===== src/rtl/rom_reader.sv =====
// Streams a configurable address range out of a combinational ROM through a valid/ready port.
// Optional running checksum of transferred words when ROM_READER_CHECKSUM_EN is defined.
module rom_reader #(
   parameter int unsigned ADDR_W = 3,
   parameter int unsigned DATA_W = 4
) (
   input  logic              clk,
   input  logic              rst_n,
   input  logic              start,
   input  logic              loop,
   input  logic              stop,
   input  logic [ADDR_W-1:0] start_addr,
   input  logic [ADDR_W-1:0] end_addr,
   output logic [ADDR_W-1:0] rom_addr,
   input  logic [DATA_W-1:0] rom_data,
   output logic [DATA_W-1:0] out_data,
   output logic              out_valid,
   input  logic              out_ready,
   output logic              busy,
   output logic              done
`ifdef ROM_READER_CHECKSUM_EN
   ,
   output logic [DATA_W-1:0] checksum
`endif
);

   typedef enum logic [1:0] {IDLE, RUN, DRAIN, FINISH} state_t;

   state_t              state_q, state_n;
   logic [ADDR_W-1:0]   addr_q, addr_n;
   logic [ADDR_W-1:0]   start_q, start_n;
   logic [ADDR_W-1:0]   end_q, end_n;
   logic                loop_q, loop_n;
   logic [DATA_W-1:0]   data_n;
   logic                valid_n;
   logic                busy_n;
   logic                done_n;
   logic                xfer_c;

   assign rom_addr = addr_q;
   assign xfer_c   = out_valid && out_ready;

   // State and datapath registers
   always_ff @(posedge clk or negedge rst_n) begin
      if (!rst_n) begin
         state_q   <= IDLE;
         addr_q    <= '0;
         start_q   <= '0;
         end_q     <= '0;
         loop_q    <= 1'b0;
         out_data  <= '0;
         out_valid <= 1'b0;
         busy      <= 1'b0;
         done      <= 1'b0;
      end else begin
         state_q   <= state_n;
         addr_q    <= addr_n;
         start_q   <= start_n;
         end_q     <= end_n;
         loop_q    <= loop_n;
         out_data  <= data_n;
         out_valid <= valid_n;
         busy      <= busy_n;
         done      <= done_n;
      end
   end

   // Next-state and next-output logic
   always_comb begin
      state_n = state_q;
      addr_n  = addr_q;
      start_n = start_q;
      end_n   = end_q;
      loop_n  = loop_q;
      data_n  = out_data;
      valid_n = out_valid;

      case (state_q)
         IDLE: begin
            if (start) begin
               addr_n  = start_addr;
               start_n = start_addr;
               end_n   = end_addr;
               loop_n  = loop;
               state_n = RUN;
            end
         end
         RUN: begin
            // Output register free or being emptied this cycle: fetch the next word
            if (!out_valid || out_ready) begin
               data_n  = rom_data;
               valid_n = 1'b1;
               if (addr_q == end_q) begin
                  if (loop_q && !stop) begin
                     addr_n = start_q;
                  end else begin
                     addr_n  = addr_q + ADDR_W'(1);
                     state_n = DRAIN;
                  end
               end else begin
                  addr_n = addr_q + ADDR_W'(1);
               end
            end
         end
         DRAIN: begin
            if (xfer_c) begin
               valid_n = 1'b0;
               state_n = FINISH;
            end
         end
         FINISH: begin
            state_n = IDLE;
         end
         default: begin
            state_n = IDLE;
         end
      endcase

      busy_n = (state_n != IDLE);
      done_n = (state_n == FINISH);
   end

`ifdef ROM_READER_CHECKSUM_EN
   logic [DATA_W-1:0] sum_n;

   // Running sum of accepted words, restarted by an honoured start
   always_comb begin
      sum_n = checksum;
      if (state_q == IDLE && start) begin
         sum_n = '0;
      end else if (xfer_c) begin
         sum_n = checksum + out_data;
      end
   end

   always_ff @(posedge clk or negedge rst_n) begin
      if (!rst_n) begin
         checksum <= '0;
      end else begin
         checksum <= sum_n;
      end
   end
`endif

endmodule


===== config.mk =====
export PLATFORM = sky130hd
export DESIGN_NAME = rom_reader
export DESIGN_NICKNAME = d
export VERILOG_FILES = /design/src/rtl/rom_reader.sv
export SDC_FILE = /design/constraint.sdc
export NUM_CORES = 1
export LEC_CHECK = 0
export ABC_AREA = 1
export ABC_CLOCK_PERIOD_IN_PS = 1300
export BUFFER_PORTS_ARGS = -buffer_cell sky130_fd_sc_hd__buf_2
export CORE_AREA = 2 2 48 50
export DETAILED_ROUTE_END_ITERATION = 8
export DIE_AREA = 0 0 50 52
export GPL_TIMING_DRIVEN = 0
export PLACE_DENSITY = 0.83
export REMOVE_ABC_BUFFERS = 1
export SETUP_SLACK_MARGIN = 0.1
export SYNTH_ARGS = -nofsm -noshare
export SYNTH_HDL_FRONTEND = slang
export SYNTH_SLANG_ARGS = --single-unit

===== constraint.sdc =====
create_clock -name clk -period 1.3 [get_ports clk]
set_input_delay 0.26 -clock clk [delete_from_list [all_inputs] [get_ports clk]]
set_output_delay 0.26 -clock clk [all_outputs]
set_load 0.05 [all_outputs]

# Word level (Yosys, flattened, before mapping)

Cells that the tools add are included.

$add $sub $neg: 1
Eq/ne operators: 8
Mux-type cells: 14
Reduce and logical (&&, ||, !) cells: 13

Operators with widths:

| operator                                                         | number |
|---|---|
| 3-bit 2-to-1 mux                                                 | 4 |
| 2-bit 2-to-1 mux                                                 | 5 |
| 2-bit one-hot mux with 4 select lines                            | 1 |
| 2-bit == test (second input constant)                            | 3 |
| 2-bit inequality test (second input constant)                    | 3 |
| 3-bit one-hot mux with 2 select lines                            | 1 |
| 3-bit AND reduction                                              | 2 |
| 2-bit nonzero test                                               | 3 |
| 2-bit AND reduction                                              | 2 |
| 3-bit by 1-bit adder with 3-bit output (second input constant)   | 1 |
| 3-bit == test                                                    | 1 |
| 2-bit by 1-bit == test with 1-bit output (second input constant) | 1 |
| 1-bit logical AND                                                | 2 |
| 1-bit zero test                                                  | 2 |
| 2-bit zero test                                                  | 1 |
| 1-bit 2-to-1 mux                                                 | 2 |
| 1-bit one-hot mux with 2 select lines                            | 1 |
| 1-bit logical OR                                                 | 1 |

Bits in registers: 19
Bits of input ports: 16
Logic and storage cells: 45

# Longest topological paths before layout

Depth after elaboration: 7
Mapped depth: 9
Depth with buffers taken out: 9

# Least setup slack after synthesis

OpenSTA, ideal clock, no wires.

Path kind: flip-flop to flip-flop
Start: register addr_q[1] (netlist: rom_addr[1])
End: register addr_q[2] (netlist: rom_addr[2])
Library setup time: 0.122 ns
Data arrival time: 1.375 ns
Required time: 1.178 ns
Slack: -0.197 ns
Stages on the path, launching flop included: 8
Path buffers: 0
Clock period less this slack: 1.497 ns
Cells stage by stage: dfrtp_1 ha_1 nand2_1 and2_2 nand2_2 nand2_1 nand2_1 a21oi_1

Longest elaborated chain between the ends: 5
Elaborated cells on any way between the ends: 6

Ends and longest elaborated chain:

| item                                    | RTL line | source |
|---|---|---|
| start: declaration                      | 30       | `logic [ADDR_W-1:0] addr_q, addr_n;` |
| start signal: assignment                | 57       | `addr_q <= addr_n;` |
| 3-bit by 1-bit adder with 3-bit output  | 97, 101  |  |
| 3-bit 2-to-1 mux                        | 94       | `if (loop_q && !stop) begin` |
| 3-bit 2-to-1 mux *                      | 93       | `if (addr_q == end_q) begin` |
| 3-bit 2-to-1 mux *                      | 90       | `if (!out_valid \|\| out_ready) begin` |
| 3-bit one-hot mux with 2 select lines * | 78       | `case (state_q)` |

Every way passes the cells marked *; elsewhere a longest branch is shown, timed or not. The select of a mux whose other input is x is not followed.
A chain may end at the register's enable or synchronous reset.

# Final worst setup path

Start: register addr_q[0] (netlist: rom_addr[0])
End: output port rom_addr[0]

RTL lines:

| item             | RTL line | source |
|---|---|---|
| end: declaration | 14       | `output logic [ADDR_W-1:0] rom_addr,` |

No word-level cell between the ends.

==> run_results.csv <==
group,metric,value,unit
finish,drive_gt1_frac,0.4400,
synthesis,syn_area,1026,µm²
sta,fin_ws,0.02072,ns
place,dp_cells,189,
finish,diodes,0,
clock_tree,cts_buffers,3,
clock_tree,htreeDepth,1,
synthesis,synthDominantCellAreaShare,0.4634,
grt,overflow,0,
worst_hold_path,hold_class,"in2reg",
critical_path,max_stage_delay,0.48,ns
place,place_congestion,0.9018,
place,port_buffers,25,
sta,finalHoldViolCount,0,
sta,fmax,781.7,MHz
synthesis,ys_types,21,
synthesis,yosysMostFrequentCell,"nand2_1",
synthesis,seq_area_frac_synth,0.4634,
synthesis,synth_top_area_cell,"dfrtp_1",
finish,fillers,167,
sta,worst_pin_slew,0.4327,ns
detailed_routing,via_count,1043,
clock_tree,clock_path_buffers,2,
clock_tree,clock_latency,0.32,ns
grt,grt_start_max_net_pins,20,
clock_tree,root_buffer,"clkbuf_4",
place,dpl_cell_area,1181,µm²
floorplanning,die_h,52,µm
synthesis,syn-mean-instance-area,7.489,µm²
detailed_routing,drt_iter0_drc,23,
finish,seqCellArea,479.2,µm²
critical_path,worstSetupEndpointType,"output port",
floorplanning,die_w,50,µm
sta,min_period_over_period,0.9841,
critical_path,worstPathArrival,1.02,ns
synthesis,synth_area_leaders,"dfrtp_1, nand2_1, nand2_2",
place,dp_slack,-0.1344,ns
critical_path,path_buf_inv,1,
sta,holdWs,0.1306,ns
critical_path,critPathMaxFanout,5,
floorplanning,start_util,0.4872,
synthesis,ys.flop_type,"dfrtp_1",
grt,grtUsageTotal,0.2172,
critical_path,start_kind,"register",
critical_path,crit_family,"flip-flops",
finish,stdcell_count,203,
critical_path,crit_required,1.04,ns
detailed_routing,routed_wl,2.587,mm
detailed_routing,wire_per_inst,12.74,µm
detailed_routing,avgViaCountPerCell,5.138,
synthesis,syn_inst,137,
pwr,powerDensity,2850,nW/µm²
pwr,p_leak,0.7395,nW
detailed_routing,drc,0,
place,post-dp-hpwl,1.782,mm
detailed_routing,ant_nets,0,
floorplanning,dieArea,2600,µm²
grt,antenna_found_initial,0,
finish,design_area,1395,µm²
critical_path,critPathSlowestCell,"dfrtp_2",
sta,relSlewSlack,0.7115,
sta,finalClockSkew,0.009633,ns
synthesis,yosysWarnings,0,
critical_path,critical_path.cell_chain,"buf_4",
pwr,finalPower,3.976,mW
grt,grt_pass1_vias,1014,
sta,drv_slew,0,
synthesis,synthTopCellsByCount,"nand2_1, dfrtp_1, inv_1, inv_2, nor2_1",
critical_path,crit_type,"reg2out",
run_status,status,"completed",
sta,finalSetupViolCount,0,
clock_tree,cts.sinks,19,
finish,area_growth,35.98,%
sta,rsz0062_at_grt,"yes",
flow_run,max_cap_violations,0,
detailed_routing,drt_pass1_iterations,6,
pwr,ir_worst_vdd,1505,µV
floorplanning,core,2106,µm²
clock_tree,clkSlewWorstSetupHoldPaths,0.12,ns
floorplanning,fp-row-count,17,
finish,postLayoutCoreUtil,0.6625,
clock_tree,cts_tree,"yes",
synthesis,ys_ff_latch,19,
sta,finalSetupTns,0,ns
finish,multi_input_area,534.3,µm²
synthesis,async_flop_share,1.000,
floorplanning,ios,26,
sta,min_period,1.279,ns
synthesis,synth_edf_count,0,
finish,nets,193,
grt,grt_first_pass_wirelength,4.215,mm
-- flip-flops by register name, indices dropped and copies added (netlist names), 2 cells and up --
name      count
state_q       2
rom_addr      3
out_data      4
start_q       3
end_q         3
-- layout make-up --
| class | count | area share |
|---|---|---|
| timing repair buffer | 35 | 0.1749 |
| clock inverter | 1 | 0.005381 |
| sequential | 19 | 0.3435 |
| clock buffer | 3 | 0.01614 |
| inverter | 19 | 0.05202 |
| tap | 28 | 0.02511 |
| multi-input combinational | 98 | 0.3830 |
-- kinds of logic after synthesis --
logic type | count (synthesis) | synth area share
buf+inv | 20 | 0.07560
fa+ha+maj | 1 | 0.01219
compound gates | 13 | 0.07440
flops | 19 | 0.4634
simple gates | 84 | 0.3744
-- placed cells by master (no fill, tap or decap) --
cell type,count
nand2_1,53
dfrtp_1,16
buf_2,16
buf_4,13
nand2_2,11
inv_2,10
inv_1,8
nor2_1,7
nand3_1,4
clkbuf_4,4
a21oi_1,3
a21oi_2,3
o21ai_1,3
buf_6,3
dfrtp_2,3
nand2_4,2
nor2_4,2
o21ai_0,2
nand2_8,1
nand3_4,1
o21ai_2,1
nand4_1,1
a21oi_4,1
and2_4,1
nor2_2,1
clkinv_2,1
ha_4,1
clkinvlp_4,1
dlygate4sd3_1,1
buf_8,1
-- what timing repair did --
item	4_1_cts	5_1_grt
hold endpoints to repair	19	0
buffers inserted	6	3
pin swaps	2	7
hold buffers	1	0
resized for setup	24	10
setup endpoints to repair	19	14
-- worst register-to-register path: cells and delay by family (launching register included) --
kind / cells / cell delay, ns
buffers and inverters: 1 / 0.10
AND/OR/NAND/NOR: 3 / 0.50
AO/OA/AOI/OAI: 2 / 0.10
flip-flops: 1 / 0.46
-- final timing paths --
path	start	endpoint	slack, ns	cells after the start
max	rom_addr[0]	rom_addr[0]	0.02	1
min	rom_data[3]	out_data[3]	0.13	3
max reg2reg	state_q[0]	rom_addr[0]	0.04	6
min reg2reg	start_q[1]	start_q[1]	0.49	2
max in group asynchronous	rst_n	rom_addr[1]	0.58	2
min in group asynchronous	rst_n	done	0.40	2
-- metal layers --
layer  part of all wire  GRT usage
met5                  0          0
met4              0.038     0.1065
met3              0.068    0.05747
met2               0.50     0.3925
met1               0.39     0.2333
-- report_power, final --
group | total (mW) | internal, mW | switching [mW]
combinational | 2.54 | 0.954 | 1.59
sequential | 1.10 | 0.854 | 0.248
clock | 0.329 | 0.118 | 0.211
total | 3.98 | 1.93 | 2.05
No activity file was read; power rests on OpenSTA's default activity.
